`src/rtl/demux_lanes.sv`:
```
// ---------------------------------------------------------------------------
// demux_lanes
//
// Splits a single muxed word stream into two lane FIFOs. Successive valid
// words alternate between lane 0 and lane 1 through a shared selector,
// and each lane is drained independently through its own pop request. Read
// data is registered, so a pop at edge N presents its word after edge N.
// If a word arrives for a full lane that is not popped in the same cycle,
// the word is dropped and a sticky error flag is raised.
//
// Parameters
//   DATA_WIDTH  width of every data port and FIFO entry
//   DEPTH       entries per lane FIFO (power of two, >= 2)
//
// Ports
//   clk                       single clock, all state changes on posedge
//   reset_L                   synchronous active-low reset
//   data_in / valid_in        incoming muxed word and its qualifier
//   pop_0 / pop_1             read request for each lane head
//   data_out_0 / data_out_1   registered read data per lane
//   valid_out_0 / valid_out_1 read data was refreshed by the previous edge
//   empty_0 / empty_1         lane holds no entries
//   full_0 / full_1           lane holds DEPTH entries
//   sel_out                   lane that the next valid word will go to
//   error_out                 sticky overflow flag, cleared only by reset
// ---------------------------------------------------------------------------

// ---------------------------------------------------------------------------
// demux_lanes_fifo
//
// One lane: a circular buffer with its own occupancy count and a registered
// read port.
//
// Ports
//   clk, reset_L   clock and synchronous active-low reset
//   push           a word is targeted at this lane this cycle
//   pop            read request for the head entry
//   data_in        word to store on push
//   data_out       registered head entry from the last successful pop
//   valid_out      data_out was refreshed by the previous edge
//   empty, full    occupancy decode of the registered count
// ---------------------------------------------------------------------------
module demux_lanes_fifo #(
    parameter int DATA_WIDTH = 4,
    parameter int DEPTH      = 4
) (
    input  logic                  clk,
    input  logic                  reset_L,
    input  logic                  push,
    input  logic                  pop,
    input  logic [DATA_WIDTH-1:0] data_in,
    output logic [DATA_WIDTH-1:0] data_out,
    output logic                  valid_out,
    output logic                  empty,
    output logic                  full
);

    localparam int AW = $clog2(DEPTH);
    localparam int CW = AW + 1;

    logic [DATA_WIDTH-1:0] mem [DEPTH];
    logic [AW-1:0]         wr_ptr;
    logic [AW-1:0]         rd_ptr;
    logic [CW-1:0]         count;
    logic                  do_pop;
    logic                  do_push;

    assign empty = (count == '0);
    assign full  = (count == CW'(DEPTH));

    // A pop on an empty lane is ignored even if a word is arriving in the
    // same cycle: there is no write-to-read bypass.
    assign do_pop  = pop && !empty;

    // A full lane can still accept a word when its head leaves in the
    // same cycle; the freed slot is the one being written.
    assign do_push = push && (!full || do_pop);

    // Storage is not cleared by reset; the pointers and count alone define
    // which entries are live.
    always_ff @(posedge clk) begin
        if (reset_L && do_push) begin
            mem[wr_ptr] <= data_in;
        end
    end

    // Pointers wrap naturally through their AW-bit width.
    always_ff @(posedge clk) begin
        if (!reset_L) begin
            wr_ptr    <= '0;
            rd_ptr    <= '0;
            count     <= '0;
            data_out  <= '0;
            valid_out <= 1'b0;
        end else begin
            if (do_push) begin
                wr_ptr <= wr_ptr + AW'(1);
            end
            if (do_pop) begin
                rd_ptr   <= rd_ptr + AW'(1);
                data_out <= mem[rd_ptr];
            end
            valid_out <= do_pop;
            case ({do_push, do_pop})
                2'b10:   count <= count + CW'(1);
                2'b01:   count <= count - CW'(1);
                default: count <= count;
            endcase
        end
    end

endmodule

module demux_lanes #(
    parameter int DATA_WIDTH = 4,
    parameter int DEPTH      = 4
) (
    input  logic                  clk,
    input  logic                  reset_L,
    input  logic [DATA_WIDTH-1:0] data_in,
    input  logic                  valid_in,
    input  logic                  pop_0,
    input  logic                  pop_1,
    output logic [DATA_WIDTH-1:0] data_out_0,
    output logic [DATA_WIDTH-1:0] data_out_1,
    output logic                  valid_out_0,
    output logic                  valid_out_1,
    output logic                  empty_0,
    output logic                  empty_1,
    output logic                  full_0,
    output logic                  full_1,
    output logic                  sel_out,
    output logic                  error_out
);

    logic sel;
    logic push_0;
    logic push_1;
    logic drop;
    logic error_q;

    assign push_0 = valid_in && !sel;
    assign push_1 = valid_in &&  sel;

    // A word is lost only when its lane is full and nothing leaves that
    // lane in the same cycle (a full lane is never empty, so pop succeeds).
    assign drop = (push_0 && full_0 && !pop_0) ||
                  (push_1 && full_1 && !pop_1);

    // The selector advances on every valid word, dropped or not, so the
    // lane assignment depends only on the position in the input stream.
    always_ff @(posedge clk) begin
        if (!reset_L) begin
            sel     <= 1'b0;
            error_q <= 1'b0;
        end else begin
            if (valid_in) begin
                sel <= ~sel;
            end
            if (drop) begin
                error_q <= 1'b1;
            end
        end
    end

    assign sel_out   = sel;
    assign error_out = error_q;

    demux_lanes_fifo #(
        .DATA_WIDTH (DATA_WIDTH),
        .DEPTH      (DEPTH)
    ) u_lane_0 (
        .clk       (clk),
        .reset_L   (reset_L),
        .push      (push_0),
        .pop       (pop_0),
        .data_in   (data_in),
        .data_out  (data_out_0),
        .valid_out (valid_out_0),
        .empty     (empty_0),
        .full      (full_0)
    );

    demux_lanes_fifo #(
        .DATA_WIDTH (DATA_WIDTH),
        .DEPTH      (DEPTH)
    ) u_lane_1 (
        .clk       (clk),
        .reset_L   (reset_L),
        .push      (push_1),
        .pop       (pop_1),
        .data_in   (data_in),
        .data_out  (data_out_1),
        .valid_out (valid_out_1),
        .empty     (empty_1),
        .full      (full_1)
    );

endmodule

```
`config.mk`:
```
export PLATFORM = sky130hd
export DESIGN_NAME = demux_lanes
export DESIGN_NICKNAME = d
export VERILOG_FILES = /design/src/rtl/demux_lanes.sv
export SDC_FILE = /design/constraint.sdc
export NUM_CORES = 1
export LEC_CHECK = 0
export ABC_AREA = 1
export BUFFER_PORTS_ARGS = -buffer_cell sky130_fd_sc_hd__buf_2
export CAP_MARGIN = 30
export CORE_MARGIN = 2
export CORE_UTILIZATION = 50
export CTS_CLUSTER_SIZE = 28
export DETAILED_ROUTE_END_ITERATION = 8
export PLACE_DENSITY = 0.69
export SLEW_MARGIN = 5
export SYNTH_ARGS = -nofsm -noshare
export SYNTH_HDL_FRONTEND = slang
export SYNTH_HIERARCHICAL = 1
export SYNTH_SLANG_ARGS = --single-unit
```
`constraint.sdc`:
```
create_clock -name clk -period 1.9 [get_ports clk]
set_input_delay 0.285 -clock clk [delete_from_list [all_inputs] [get_ports clk]]
set_output_delay 0.285 -clock clk [all_outputs]
set_load 0.02 [all_outputs]
```
==> impl_metrics.toml <==
[logic_synthesis]
syn_area_um2 = 2710
synth.avg_cell_area_um2 = 9.03
synth_seq_cells = 58
ys_seq_area_share_pct = 54.7
netlist_instances = 300
synthArstFlopShare_pct = 0
synth_edf_count = 32
yosys_most_used_dff = "edfxtp_1"
synth_cell_types = 31
ys_warn_count = 6
synth_nets = 320

[sta]
max_freq_ghz = 0.586
rsz0062_at_grt = "false"
period_share_pct = 89.8
fin_worst_skew_ps = 14.4
finalHoldViolations = 0
setup_slack_ps = 194
setup_viol = 0
slew_violations = 0
worstMarginPinSlew_ps = 471
tns_ps = 0
min_period_ps = 1710
relSlewSlack_pct = 68.5

[placement]
io_buffer_count = 24
place_congestion = 0.785
dp.cells = 393
dp_slack_ps = 215
dp_hpwl_mm = 3.24

[grt]
grt_pass1_vias = 1731
antenna_found_initial = 0
grt_pass1_wl_mm = 7.69
globalRouteOverflowTotal = 0
grt_util_all_layers_pct = 17.0
grt_max_degree = 17

[clock_network]
cts_root_buf = "clkbuf_8"
clock_latency_ps = 340
post_cts_buffers = 0
path_clk_slew_ps = 60
cts_buffer_depth = 2
htree_levels = 3
clock_sinks = 58
cts_resized = 0
cts_tree = "built"
cts_buffers = 9
cts_hold_buf = 0

[cells_and_area]
nets = 354
n_fill_cell = 442
drive_above_1_share_pct = 20.4
n_antenna_cell = 0
regArea_um2 = 1480
multi_input_area_um2 = 950
area_growth_pct = 13.6
finalNonFillerCells = 409

[floorplan]
start_util_pct = 52.3
die_area_um2 = 6020
core_region_area_um2 = 5170
die_h_um = 77.6
num_io_pins = 25
num_rows = 26
fp.dieW_um = 77.6

[route]
drt-initial-drc-count = 96
num_vias = 1901
antenna_left = 0
wl_mm = 4.55
via_per_inst = 4.65
wl_per_cell_um = 11.1
firstDrtPassIters = 4
drcViolationCount = 0

[critical_path]
slowest_delay_ps = 390
crit_arrival_ps = 1930
startpoint = "u_lane_1/count[1]"
path_cells = "nor2_2 > nand2_2 > nand2_2 > inv_1 > ha_1 > inv_1 > fa_1 > inv_1 > nand2_1 > nand3_1 > nand2_1 > nand2_1 > nor2_1"
endpoint_kind = "register"
reg2reg_to = "u_lane_1/count[2]"
path_max_fanout = 4
worstSetupEndpoint = "u_lane_1/count[2]"
rrSetupSlack_ps = 190
critical_path.slowest_cell = "dfxtp_1"
worstSetupPathType = "register to register"
worstPathRequired_ps = 2130
reg2reg_depth = 13
startpoint_type = "register"
worstReg2RegStart = "u_lane_1/count[1]"

[min_path]
hold_class = "input pin to register"

[power_and_ir_drop]
powerDensity_nw_per_um2 = 1180
ir_worst_vdd_mv = 0.574
leakagePower_uw = 0.00138

[outcome]
status = "finished clean"

[flow_run]
max-cap-violations = 0
==> cells in the mapped netlist (2+ instances only) <==
cell,number,area [um^2]
a21oi_1,9,45.0
a21oi_2,2,17.5
buf_2,2,10.0
buf_4,2,15.0
dfxtp_1,26,521
edfxtp_1,32,961
fa_1,2,40.0
ha_1,9,113
inv_1,56,210
inv_2,5,18.8
nand2_1,45,169
nand2_2,8,50.1
nand2_4,2,22.5
nand3_1,18,90.1
nor2_1,46,173
nor2_2,2,12.5
o21ai_0,6,30.0
o21ai_1,11,55.1
o21ai_2,2,17.5
o22ai_1,4,25.0
==> where the power goes <==
part	internal, uW	switching (uW)	leakage [uW]
sequential	1470	124	0.000503
clock	505	452	0.0000834
combinational	381	703	0.000797
==> how the worst min path moves through the flow <==
stage | start | endpoint | slack, ps | cells after the start
finish | valid_in | sel_out | 210 | 3
global route | data_in[2] | u_lane_0/mem[1][2] | 230 | 1
CTS | valid_in | sel_out | 190 | 3
detailed placement | u_lane_0/data_out[2] | u_lane_0/data_out[2] | 500 | 2
global placement | u_lane_0/data_out[3] | u_lane_0/data_out[3] | 490 | 2
floorplan | reset_L | error_out | 380 | 2
==> worst max-delay path, delay by kind of cell, from the launching register on <==
family        cells  cell delay, ps
simple gates      8             450
buf+inv           3             210
flops             1             390
fa+ha+maj         2             540
==> per-layer routing <==
metal / GRT usage, % / vias up / share of wire (%)
met5: 0 / - / 0
li1: - / 1016 / -
met3: 4.07 / 11 / 3.7
met1: 22.3 / 835 / 49
met2: 24.8 / 39 / 44
met4: 11.6 / 0 / 3.0
==> stage by stage <==
| step | hold slack, ps | util [%] | total power, uW | cell area, um^2 |
|---|---|---|---|---|
| final | 205 | 59.5 | 3640 | 3080 |
| after global routing | 227 | 59.5 | 3870 | 3080 |
| after CTS | 195 | 59.5 | 3670 | 3080 |
| after global placement | 489 | 56.2 | 2680 | 2910 |
| after floorplan | 383 | - | 2450 | 2710 |
| after detailed placement | 497 | 56.2 | 2710 | 2910 |
==> cell type report <==
type	count	share of cell area, %
clock buffers	13	4.84
clock inverters	3	0.570
inverters	63	7.81
multi-input cells	174	30.9
flip-flops and latches	58	48.2
well taps	70	2.85
repair buffers	28	4.88
==> flip-flops by register name, indices dropped and copies added, names as in the netlist <==
signal	flops
u_lane_0/wr_ptr	2
u_lane_0/count	3
u_lane_0/mem	16
sel_out	1
u_lane_1/data_out	4
u_lane_0/valid_out	1
u_lane_0/rd_ptr	2
u_lane_1/valid_out	1
u_lane_1/wr_ptr	2
u_lane_1/count	3
u_lane_1/mem	16
u_lane_1/rd_ptr	2
u_lane_0/data_out	4
error_out	1
==> logic make-up after synthesis <==
family          synth area share, %
simple gates                   22.1
buf+inv                        10.2
flops                          54.7
compound gates                 7.30
fa+ha+maj                      5.64
==> placed cells by master (no fill, tap or decap) <==
master      netlist  layout
a21boi_1          1       1
a21oi_1           9       9
a21oi_2           2       2
buf_2             2      24
buf_4             2       4
clkbuf_1          0       3
clkbuf_8          0      10
clkinv_2          0       2
clkinvlp_2        1       1
clkinvlp_4        0       1
dfxtp_1          26      26
edfxtp_1         32      32
fa_1              2       2
ha_1              9       9
inv_1            56      56
inv_2             5       5
inv_4             1       1
nand2_1          45      45
nand2_2           8       8
nand2_4           2       2
nand2_8           1       1
nand3_1          18      18
nand3_2           1       1
nand3_4           1       1
nand4_1           1       1
nand4_2           1       1
nor2_1           46      46
nor2_2            2       2
nor2_4            1       1
nor3_1            1       1
o21ai_0           6       6
o21ai_1          11      11
o21ai_2           2       2
o22ai_1           4       4
No activity file was read; power rests on OpenSTA's default activity.
